===== src/rtl/sysresp_pkg.sv =====
// Shared types and constants for the syscall responder: FSM states,
// recognised syscall codes and the active-low 7-segment glyph table.
package sysresp_pkg;

  typedef enum logic [1:0] {
    ST_IDLE,
    ST_SHOW,
    ST_HALTED
  } state_e;

  localparam logic [31:0] SYS_PRINT_INT = 32'd1;
  localparam logic [31:0] SYS_EXIT      = 32'd10;

  // Bit order {g,f,e,d,c,b,a}; a cleared bit lights the segment.
  localparam logic [15:0][6:0] SEG_GLYPH = {
    7'h0E, 7'h06, 7'h21, 7'h46, 7'h03, 7'h08, 7'h10, 7'h00,
    7'h78, 7'h02, 7'h12, 7'h19, 7'h30, 7'h24, 7'h79, 7'h40
  };

endpackage


===== src/rtl/syscall_responder_if.sv =====
// CPU-to-responder syscall handshake: the CPU drives a request, the
// responder answers with a same-cycle ready.
interface syscall_responder_if;
  logic        sys_valid;
  logic [31:0] sys_code;
  logic [31:0] sys_arg;
  logic        sys_ready;

  modport master (output sys_valid, sys_code, sys_arg, input sys_ready);
  modport slave  (input sys_valid, sys_code, sys_arg, output sys_ready);
endinterface


===== src/rtl/hex_to_seg7.sv =====
// Hex nibble to active-low 7-segment glyph, {g,f,e,d,c,b,a}.
module hex_to_seg7
  import sysresp_pkg::*;
(
  input  logic [3:0] nibble_i,
  output logic [6:0] seg_o
);
  assign seg_o = SEG_GLYPH[nibble_i];
endmodule


===== src/rtl/syscall_responder.sv =====
// Syscall responder: buffers PRINT_INT values, shows each for HOLD_CYCLES,
// then halts after EXIT. Define SYSRESP_SEG_EN to add the 7-segment scan driver.
module syscall_responder
  import sysresp_pkg::*;
#(
  parameter int FIFO_DEPTH  = 4,
  parameter int HOLD_CYCLES = 16,
  parameter int SCAN_DIV    = 4
) (
  input  logic                 clk,
  input  logic                 rst_n,
  syscall_responder_if.slave   sys,
  output logic [31:0]          disp_value,
  output logic                 disp_valid,
  output logic                 halted
`ifdef SYSRESP_SEG_EN
  ,
  output logic [7:0]           seg_an,
  output logic [6:0]           seg_cat
`endif
);

  localparam int AW = $clog2(FIFO_DEPTH);
  localparam int HW = (HOLD_CYCLES > 1) ? $clog2(HOLD_CYCLES) : 1;
  localparam logic [HW-1:0] HOLD_LAST = HW'(HOLD_CYCLES - 1);

  logic [31:0] fifo_q [FIFO_DEPTH];
  logic [AW:0] wr_ptr_q, rd_ptr_q;
  logic        fifo_empty, fifo_full;
  logic        accept, push, pop;
  logic [31:0] head;

  state_e      state_q;
  logic [HW-1:0] hold_q;
  logic        halt_pending_q;
  logic [31:0] disp_value_q;
  logic        disp_valid_q;
  logic        halted_q;

  // The extra pointer MSB tells a full buffer from an empty one.
  assign fifo_empty = (wr_ptr_q == rd_ptr_q);
  assign fifo_full  = (wr_ptr_q[AW] != rd_ptr_q[AW]) &&
                      (wr_ptr_q[AW-1:0] == rd_ptr_q[AW-1:0]);

  assign sys.sys_ready = !fifo_full && !halt_pending_q && !halted_q;
  assign accept = sys.sys_valid && sys.sys_ready;
  assign push   = accept && (sys.sys_code == SYS_PRINT_INT);
  assign pop    = !fifo_empty &&
                  ((state_q == ST_IDLE) || (state_q == ST_SHOW && hold_q == '0));
  assign head   = fifo_q[rd_ptr_q[AW-1:0]];

  always_ff @(posedge clk) begin
    if (!rst_n) begin
      wr_ptr_q <= '0;
      rd_ptr_q <= '0;
    end else begin
      if (push) wr_ptr_q <= wr_ptr_q + 1'b1;
      if (pop)  rd_ptr_q <= rd_ptr_q + 1'b1;
    end
  end

  // NOTE: storage is not reset; emptiness is tracked by the pointers alone.
  always_ff @(posedge clk) begin
    if (push) fifo_q[wr_ptr_q[AW-1:0]] <= sys.sys_arg;
  end

  always_ff @(posedge clk) begin
    if (!rst_n) begin
      state_q        <= ST_IDLE;
      hold_q         <= '0;
      halt_pending_q <= 1'b0;
      disp_value_q   <= '0;
      disp_valid_q   <= 1'b0;
      halted_q       <= 1'b0;
    end else begin
      if (accept && sys.sys_code == SYS_EXIT) halt_pending_q <= 1'b1;
      case (state_q)
        ST_IDLE: begin
          if (pop) begin
            disp_value_q <= head;
            hold_q       <= HOLD_LAST;
            disp_valid_q <= 1'b1;
            state_q      <= ST_SHOW;
          end else if (halt_pending_q) begin
            halted_q <= 1'b1;
            state_q  <= ST_HALTED;
          end
        end
        ST_SHOW: begin
          if (hold_q != '0) begin
            hold_q <= hold_q - 1'b1;
          end else if (pop) begin
            disp_value_q <= head;
            hold_q       <= HOLD_LAST;
          end else begin
            disp_valid_q <= 1'b0;
            state_q      <= ST_IDLE;
          end
        end
        ST_HALTED: ;
        default: state_q <= ST_IDLE;
      endcase
    end
  end

  assign disp_value = disp_value_q;
  assign disp_valid = disp_valid_q;
  assign halted     = halted_q;

`ifdef SYSRESP_SEG_EN
  localparam int SW = (SCAN_DIV > 1) ? $clog2(SCAN_DIV) : 1;

  logic [SW-1:0] scan_cnt_q;
  logic [2:0]    digit_q;

  always_ff @(posedge clk) begin
    if (!rst_n) begin
      scan_cnt_q <= '0;
      digit_q    <= '0;
    end else if (scan_cnt_q == SW'(SCAN_DIV - 1)) begin
      scan_cnt_q <= '0;
      digit_q    <= digit_q + 1'b1;
    end else begin
      scan_cnt_q <= scan_cnt_q + 1'b1;
    end
  end

  assign seg_an = ~(8'h01 << digit_q);

  hex_to_seg7 u_hex_to_seg7 (
    .nibble_i (disp_value_q[{digit_q, 2'b00} +: 4]),
    .seg_o    (seg_cat)
  );
`endif

endmodule


===== src/flat_wrapper.sv =====
// flat-port wrapper written by rule: the top's interface ports become plain ports
module syscall_responder_flat import sysresp_pkg::*;
#(
  parameter int FIFO_DEPTH  = 4,
  parameter int HOLD_CYCLES = 16,
  parameter int SCAN_DIV    = 4
)
  (clk, rst_n, disp_value, disp_valid, halted, sys_sys_valid, sys_sys_code, sys_sys_arg, sys_sys_ready);
  syscall_responder_if sys_i ();
  input  logic clk;
  input  logic rst_n;
  output logic [31:0] disp_value;
  output logic disp_valid;
  output logic halted;
  input wire logic [$bits(sys_i.sys_valid)-1:0] sys_sys_valid;
  input wire logic [$bits(sys_i.sys_code)-1:0] sys_sys_code;
  input wire logic [$bits(sys_i.sys_arg)-1:0] sys_sys_arg;
  output wire logic [$bits(sys_i.sys_ready)-1:0] sys_sys_ready;
  assign sys_i.sys_valid = sys_sys_valid;
  assign sys_i.sys_code = sys_sys_code;
  assign sys_i.sys_arg = sys_sys_arg;
  assign sys_sys_ready = sys_i.sys_ready;
  syscall_responder #(.FIFO_DEPTH(FIFO_DEPTH), .HOLD_CYCLES(HOLD_CYCLES), .SCAN_DIV(SCAN_DIV)) u_core (.clk(clk), .rst_n(rst_n), .sys(sys_i), .disp_value(disp_value), .disp_valid(disp_valid), .halted(halted));
endmodule

===== config.mk =====
export PLATFORM = sky130hd
export DESIGN_NAME = syscall_responder_flat
export DESIGN_NICKNAME = d
export VERILOG_FILES = /design/src/rtl/sysresp_pkg.sv /design/src/rtl/syscall_responder_if.sv /design/src/rtl/hex_to_seg7.sv /design/src/rtl/syscall_responder.sv /design/src/flat_wrapper.sv
export SDC_FILE = /design/constraint.sdc
export NUM_CORES = 1
export LEC_CHECK = 0
export CAP_MARGIN = 20
export CORE_ASPECT_RATIO = 0.5
export CORE_MARGIN = 4
export CORE_UTILIZATION = 35
export CTS_BUF_LIST = sky130_fd_sc_hd__clkbuf_4
export CTS_CLUSTER_DIAMETER = 120
export CTS_CLUSTER_SIZE = 12
export DETAILED_ROUTE_END_ITERATION = 8
export GPL_TIMING_DRIVEN = 0
export PLACE_DENSITY_LB_ADDON = 0.12
export SLEW_MARGIN = 20
export SYNTH_ARGS = -nofsm -noshare
export SYNTH_HDL_FRONTEND = slang
export SYNTH_HIERARCHICAL = 1
export SYNTH_SLANG_ARGS = --single-unit

===== constraint.sdc =====
create_clock -name clk -period 5.48 [get_ports clk]
set_input_delay 1.644 -clock clk [delete_from_list [all_inputs] [get_ports clk]]
set_output_delay 1.644 -clock clk [all_outputs]
set_load 0.01 [all_outputs]

==> results of run 1 <==
[synth_stat cells, types with 4 or more instances]
library cell	n
edfxtp_1	128
mux4_2	32
mux2i_1	5
nand4_1	36
dfxtp_1	49
and2_1	4
buf_6	4
nor4_1	10
nand2_1	49
ha_1	6
clkbuf_1	15
o21ai_1	35
a21oi_1	5
inv_1	6
buf_2	8
[final cells by class]
| class | instances | area, um^2 | share of cell area |
|---|---|---|---|
| inverter | 6 | 22.5 | 0.00262 |
| multi-input combinational | 222 | 1870 | 0.217 |
| timing repair buffer | 107 | 1100 | 0.128 |
| antenna | 1 | 2.50 | 0.000291 |
| buffer | 28 | 145 | 0.0169 |
| clock buffer | 18 | 135 | 0.0157 |
| tap | 259 | 324 | 0.0376 |
| clock inverter | 14 | 178 | 0.0206 |
| sequential | 177 | 4820 | 0.560 |
[worst register-to-register path, stage by stage, from the launching register on]
cell and delay (ps):
dfxtp_1 370, xnor2_2 310, o31ai_1 250, nor4_2 500
and2_2 570, buf_12 250
[kinds of logic (layout without fill, tap and decap cells)]
group | count (synthesis) | after routing | share of synthesized area
multiplexers | 37 | 37 | 0.113
XOR/XNOR | 7 | 7 | 0.0101
flip-flops | 177 | 177 | 0.705
other | 0 | 1 | 0
adder cells (fa/ha/maj) | 6 | 6 | 0.0110
AO/OA/AOI/OAI | 50 | 50 | 0.0413
AND/OR/NAND/NOR | 122 | 122 | 0.0958
buffers and inverters | 34 | 173 | 0.0245
[registers in the layout, summed over array words and instances (netlist names), named ones only]
| signal | flops |
|---|---|
| u_core/disp_value | 32 |
| u_core/state_q | 2 |
| u_core/fifo_q | 128 |
| u_core/wr_ptr_q | 3 |
| u_core/halted | 1 |
| u_core/disp_valid | 1 |
| u_core/halt_pending_q | 1 |
| u_core/rd_ptr_q | 3 |
| u_core/hold_q | 4 |
[routing by layer]
layer | routed length [um] | share of wire | global-route usage
met4 | 117 | 0.0077 | 0.0484
met1 | 6950 | 0.46 | 0.199
met3 | 767 | 0.050 | 0.0332
met5 | 0 | 0 | 0
met2 | 7360 | 0.48 | 0.230
[worst paths after layout]
path | startpoint | endpoint | slack [ps]
setup reg to reg | u_core/rd_ptr_q[2]$_SDFFE_PN0P_ | u_core/fifo_q[0][8]$_DFFE_PP_ | 2940
hold / removal | u_core/disp_value[30]$_SDFFE_PN0P_ | u_core/disp_value[30]$_SDFFE_PN0P_ | 460
setup / recovery | u_core/wr_ptr_q[0]$_SDFFE_PN0N_ | sys_sys_ready | 1430
hold reg to reg | u_core/disp_value[30]$_SDFFE_PN0P_ | u_core/disp_value[30]$_SDFFE_PN0P_ | 460
[power by group]
group	switching [mW]	internal, mW
Combinational	0.0306	0.0450
Clock	0.458	0.330
Sequential	0.000000000830	1.43
[through the flow]
| step | instance area [um^2] | instances |
|---|---|---|
| finish | 8610 | 832 |
| global route | 8610 | 832 |
| CTS | 8610 | 831 |
| detailed placement | 8290 | 799 |
| global placement | 8190 | 793 |
| floorplan | 6850 | 433 |
==> impl_results.md, run 1 <==
- GRT Total Usage: 0.145
- Number of synthesized flops with an enable pin: 128
- CTS tree: done
- Slew Viols, Final: 0
- Worst Setup End Kind: primary output
- Mean number of vias per cell: slightly below 5
- Die area: between 20000 and 25000 um^2
- Max-Cap Viols: 0
- Cell variety after synth: 37
- HPWL after DPL: between 10000 and 15000 um
- Clock slew at reported path FFs: 140 ps
- Power per standard cell area: 267 nW/um^2
- Crit Path Max Fanout: 6
- Worst slew margin: 0.503
- Fin nets: between 600 and 700
- Syn nets: 506
- Fin. Hold Viols: 0
- Via count: between 4k and 5k
- DRC: 0
- Worst Reg-to-Reg Cells: 5
- Critical path depth: 4
- Commonest cells after routing, fill and taps aside: 128 x edfxtp_1, 101 x clkdlybuf4s50_1, 49 x nand2_1, 49 x dfxtp_1, 36 x nand4_1
- Global placer's final weighted congestion: approximately 0.7
- Async set-reset flop share out of synthesis: 0
- Synth top area cells: edfxtp_1 56%, dfxtp_1 14%, mux4_2 11%
- CP max stage delay: between 600 and 700 ps
- Total power: 2.30 mW
- First-pass GRT wire length: between 20000 and 25000 um
- Area growth from synthesis to layout: 25.8%
- # rows: 35
- Placement Setup Slack: roughly 1100 ps
- Worst path top cell family by delay: compound AO/OA/AOI/OAI gates
- Hold-fix buffers, CTS: 0
- Most used DFF post-synth: edfxtp_1
- Synth top area share: 0.562
- Setup violators final: 0
- DR WL/cell: approximately 18 um
- Clock Path Buffers: 2
- Leakage power: 2.69 nW
- Leading cell type in the layout, fill and taps excluded: edfxtp_1
- Outcome: finished clean
- Setup bufs post-CTS: 0
- Maximum vdd drop: 0.000101 V
- Chip width: between 200 and 250 um
- Core area: approximately 19000 um^2
- IO buf count: approximately 100
- Fmax achieved: around 0.25 GHz
- Worst Hold Depth: 2
- Tightest Pin Transition: between 700 and 800 ps
- Hold Slack: 457 ps
- Yosys Warn Count: 6
- RSZ-0062 raised after global routing: false
- Drt first pass iters: 4
- WL final: 15200 um
- CTS buffer count: 17
- Synth area leader: edfxtp_1
- Avg Inst Size Synth: ~16 um^2
- Vias in the first global route: between 4k and 5k
- I/O pin count: between 100 and 150
- Final Critical Period: a little over 4000 ps
- Post-cts sizing count: 0
- Register area share after synthesis: 0.705
- CTS Sinks: between 150 and 200
- Post-Syn Instances: 433
- Initial antenna violation count: 1
- Hold WC Path Type: register to register
- Clock latency on the worst-skew pair: ~560 ps
- Worst setup margin: around 1400 ps
- Htree depth: 4
- Buffers and inverters on the worst path: 2
- Kind of start point of the critical path: register
- Share of cells above drive strength 1: 0.156
- Final period util: 0.739
- CP arrival: ~2400 ps
- Largest net degree at the start of global routing: 25
- CP Data Required Time: between 3000 and 4000 ps
- Die Y-Extent: between 100 and 150 um
- Number of DRC markers in iteration 0: roughly 260
- CP cell instances: xor2_1, o31ai_1, inv_1, clkdlybuf4s50_1
- Initial Util: 0.364
- Setup_tns: 0 ps
- WS Path Type: register to primary output
- Synth Cell Area: ~6800 um^2
- Worst Skew: 21.9 ps
- Total gr overflow: 0
- Final ANT Viol Nets: 0
- Post-synthesis register bit count: approximately 180
- Root Driver: clkbuf_4
- Critical path's slowest cell: o31ai_1
- Filler cell count: 1684
- Fin util: 0.458
(Power assumes the default switching activity.)
==> inputs of run 2 (changes only) <==
==> constraint.sdc (replaced) <==
create_clock -name clk -period 3.3 [get_ports clk]
set_input_delay 0.99 -clock clk [delete_from_list [all_inputs] [get_ports clk]]
set_output_delay 0.99 -clock clk [all_outputs]
set_load 0.01 [all_outputs]
==> run 2 against run 1 <==
Effect of this change: power grew 60%; cell area is 0.20% lower; critical path depth up 2; clock skew grew 4.8 ps; cell count did not move; sequential power grew 66%; clock-buffer cell count is the same; via count is 0.27% higher; die area stayed put; utilization down 0.093 points; sequential cell count unchanged; first-iteration DRC count shrank 0.78%; highest routed layer unchanged.
==> impl_results.md, run 2 (synthesized netlist as in run 1, its figures left out) <==
- Via count: between 4k and 5k
- Power per standard cell area: 427 nW/um^2
- Drt first pass iters: 4
- CP Data Required Time: 3520 ps
- DR WL/cell: 18.6 um
- Filler cell count: 1684
- Setup_tns: 0 ps
- Tightest Pin Transition: 708 ps
- Fin. Hold Viols: 0
- HPWL after DPL: about 11000 um
- Root Driver: clkbuf_4
- Area growth from synthesis to layout: 25.5%
- Die Y-Extent: about 110 um
- Chip width: 206 um
- Clock latency on the worst-skew pair: between 500 and 600 ps
- Slew Viols, Final: 0
- I/O pin count: 102
- Max-Cap Viols: 0
- CP cell instances: clkdlybuf4s50_1, nor4_1, nand4_1, nor4_2, and2_2, buf_12
- Initial Util: 0.364
- WS Path Type: primary input to register
- Final period util: 0.938
- Global placer's final weighted congestion: 0.740
- Leading cell type in the layout, fill and taps excluded: edfxtp_1
- CP arrival: roughly 3300 ps
- Number of DRC markers in iteration 0: approximately 250
- Worst Setup End Kind: register
- Hold WC Path Type: register to register
- Final ANT Viol Nets: 0
- First-pass GRT wire length: 24100 um
- Final Critical Period: between 3000 and 4000 ps
- # rows: 35
- Area occupied by multi-input gates: about 1900 um^2
- GRT Total Usage: 0.144
- Setup violators final: 0
- Core area: between 15000 and 20000 um^2
- Critical path's slowest cell: nor4_2
- Leakage power: around 2.7 nW
- CTS Sinks: 177
- Worst path top cell family by delay: simple AND/OR/NAND/NOR gates
- DRC: 0
- Clock Path Buffers: 2
- Largest net degree at the start of global routing: 23
- Total power: around 3.7 mW
- Maximum vdd drop: 0.000226 V
- CTS tree: done
- Max reg flops: ~130
- Outcome: finished clean
- Die area: approximately 22000 um^2
- Setup bufs post-CTS: 0
- Crit Path Max Fanout: 22
- Htree depth: 4
- WL final: roughly 15000 um
- Initial antenna violation count: 1
- Worst Skew: roughly 27 ps
- FF+latch area: about 4800 um^2
- Share of cells above drive strength 1: 0.157
- Commonest cells after routing, fill and taps aside: 128 x edfxtp_1, 101 x clkdlybuf4s50_1, 49 x nand2_1, 49 x dfxtp_1, 36 x nand4_1
- CP max stage delay: approximately 500 ps
- Kind of start point of the critical path: primary input
- Worst slew margin: 0.525
- Fmax achieved: between 0.3 and 0.4 GHz
- Fin nets: about 630
- Total gr overflow: 0
- Mean number of vias per cell: just under 5
- Vias in the first global route: between 4k and 5k
- IO buf count: just over 100
- CTS buffer count: 17
- RSZ-0062 raised after global routing: false
- Buffers and inverters on the worst path: 2
- Clock slew at reported path FFs: about 150 ps
==> run 2: cell types whose count changed in the layout (fill, tap and decap cells not counted), sizes merged <==
cell / change
clkinv: -1
inv: +2
clkinvlp: +2
bufinv: -3
==> run 2: tightest hold or removal path: stages, from the launching register on <==
cell and delay (ps):
dfxtp_1 340, nand2_1 50, o21ai_1 50
==> run 2: final cells by class <==
| class | instances | area share |
|---|---|---|
| flip-flops and latches | 177 | 0.562 |
| multi-input cells | 222 | 0.219 |
| repair buffers | 107 | 0.129 |
| well taps | 259 | 0.0377 |
| plain buffers | 28 | 0.0169 |
| clock inverters | 14 | 0.0166 |
| clock buffers | 18 | 0.0157 |
| inverters | 6 | 0.00262 |
| diodes | 1 | 0.000291 |
==> run 2: final timing paths <==
check / start / to / slack (ps) / cells past startpoint
worst max-delay path: sys_sys_code[9] / u_core/fifo_q[0][4]$_DFFE_PP_ / 200 / 6
worst min-delay path: u_core/disp_value[27]$_SDFFE_PN0P_ / u_core/disp_value[27]$_SDFFE_PN0P_ / 460 / 2
worst max register to register: u_core/wr_ptr_q[0]$_SDFFE_PN0N_ / u_core/fifo_q[0][4]$_DFFE_PP_ / 830 / 5
worst min register to register: u_core/disp_value[27]$_SDFFE_PN0P_ / u_core/disp_value[27]$_SDFFE_PN0P_ / 460 / 2
==> run 2: through the flow <==
step / worst slack (ps) / std cells / cell area (um^2) / utilization / hold slack [ps]
2_1_floorplan: 144 / 433 / 6860 / - / 464
3_3_place_gp: -1370 / 793 / 8200 / 0.436 / 437
3_5_place_dp: -387 / 799 / 8300 / 0.442 / 442
4_1_cts: 57.2 / 831 / 8580 / 0.457 / 463
5_1_grt: 21.3 / 832 / 8590 / 0.457 / 473
6_report: 203 / 832 / 8590 / 0.457 / 459
==> run 2: power by group <==
| part | switching [mW] | internal [mW] |
|---|---|---|
| Combinational | 0.0524 | 0.0748 |
| Sequential | 0.00000000133 | 2.38 |
| Clock | 0.812 | 0.349 |
==> run 2: repair_timing <==
item	in CTS	in global routing
gates resized for setup	1	1
cloned	0	0
pin swaps	0	0
setup endpoints to repair	1	1
hold buffers	0	0
hold endpoints to repair	0	0
==> run 2: layer usage <==
metal,global-route usage,share of wire,routed length (um)
met1,0.188,0.45,6920
met3,0.0323,0.051,794
met5,0,0,0
met2,0.246,0.49,7660
met4,0.0332,0.0068,106
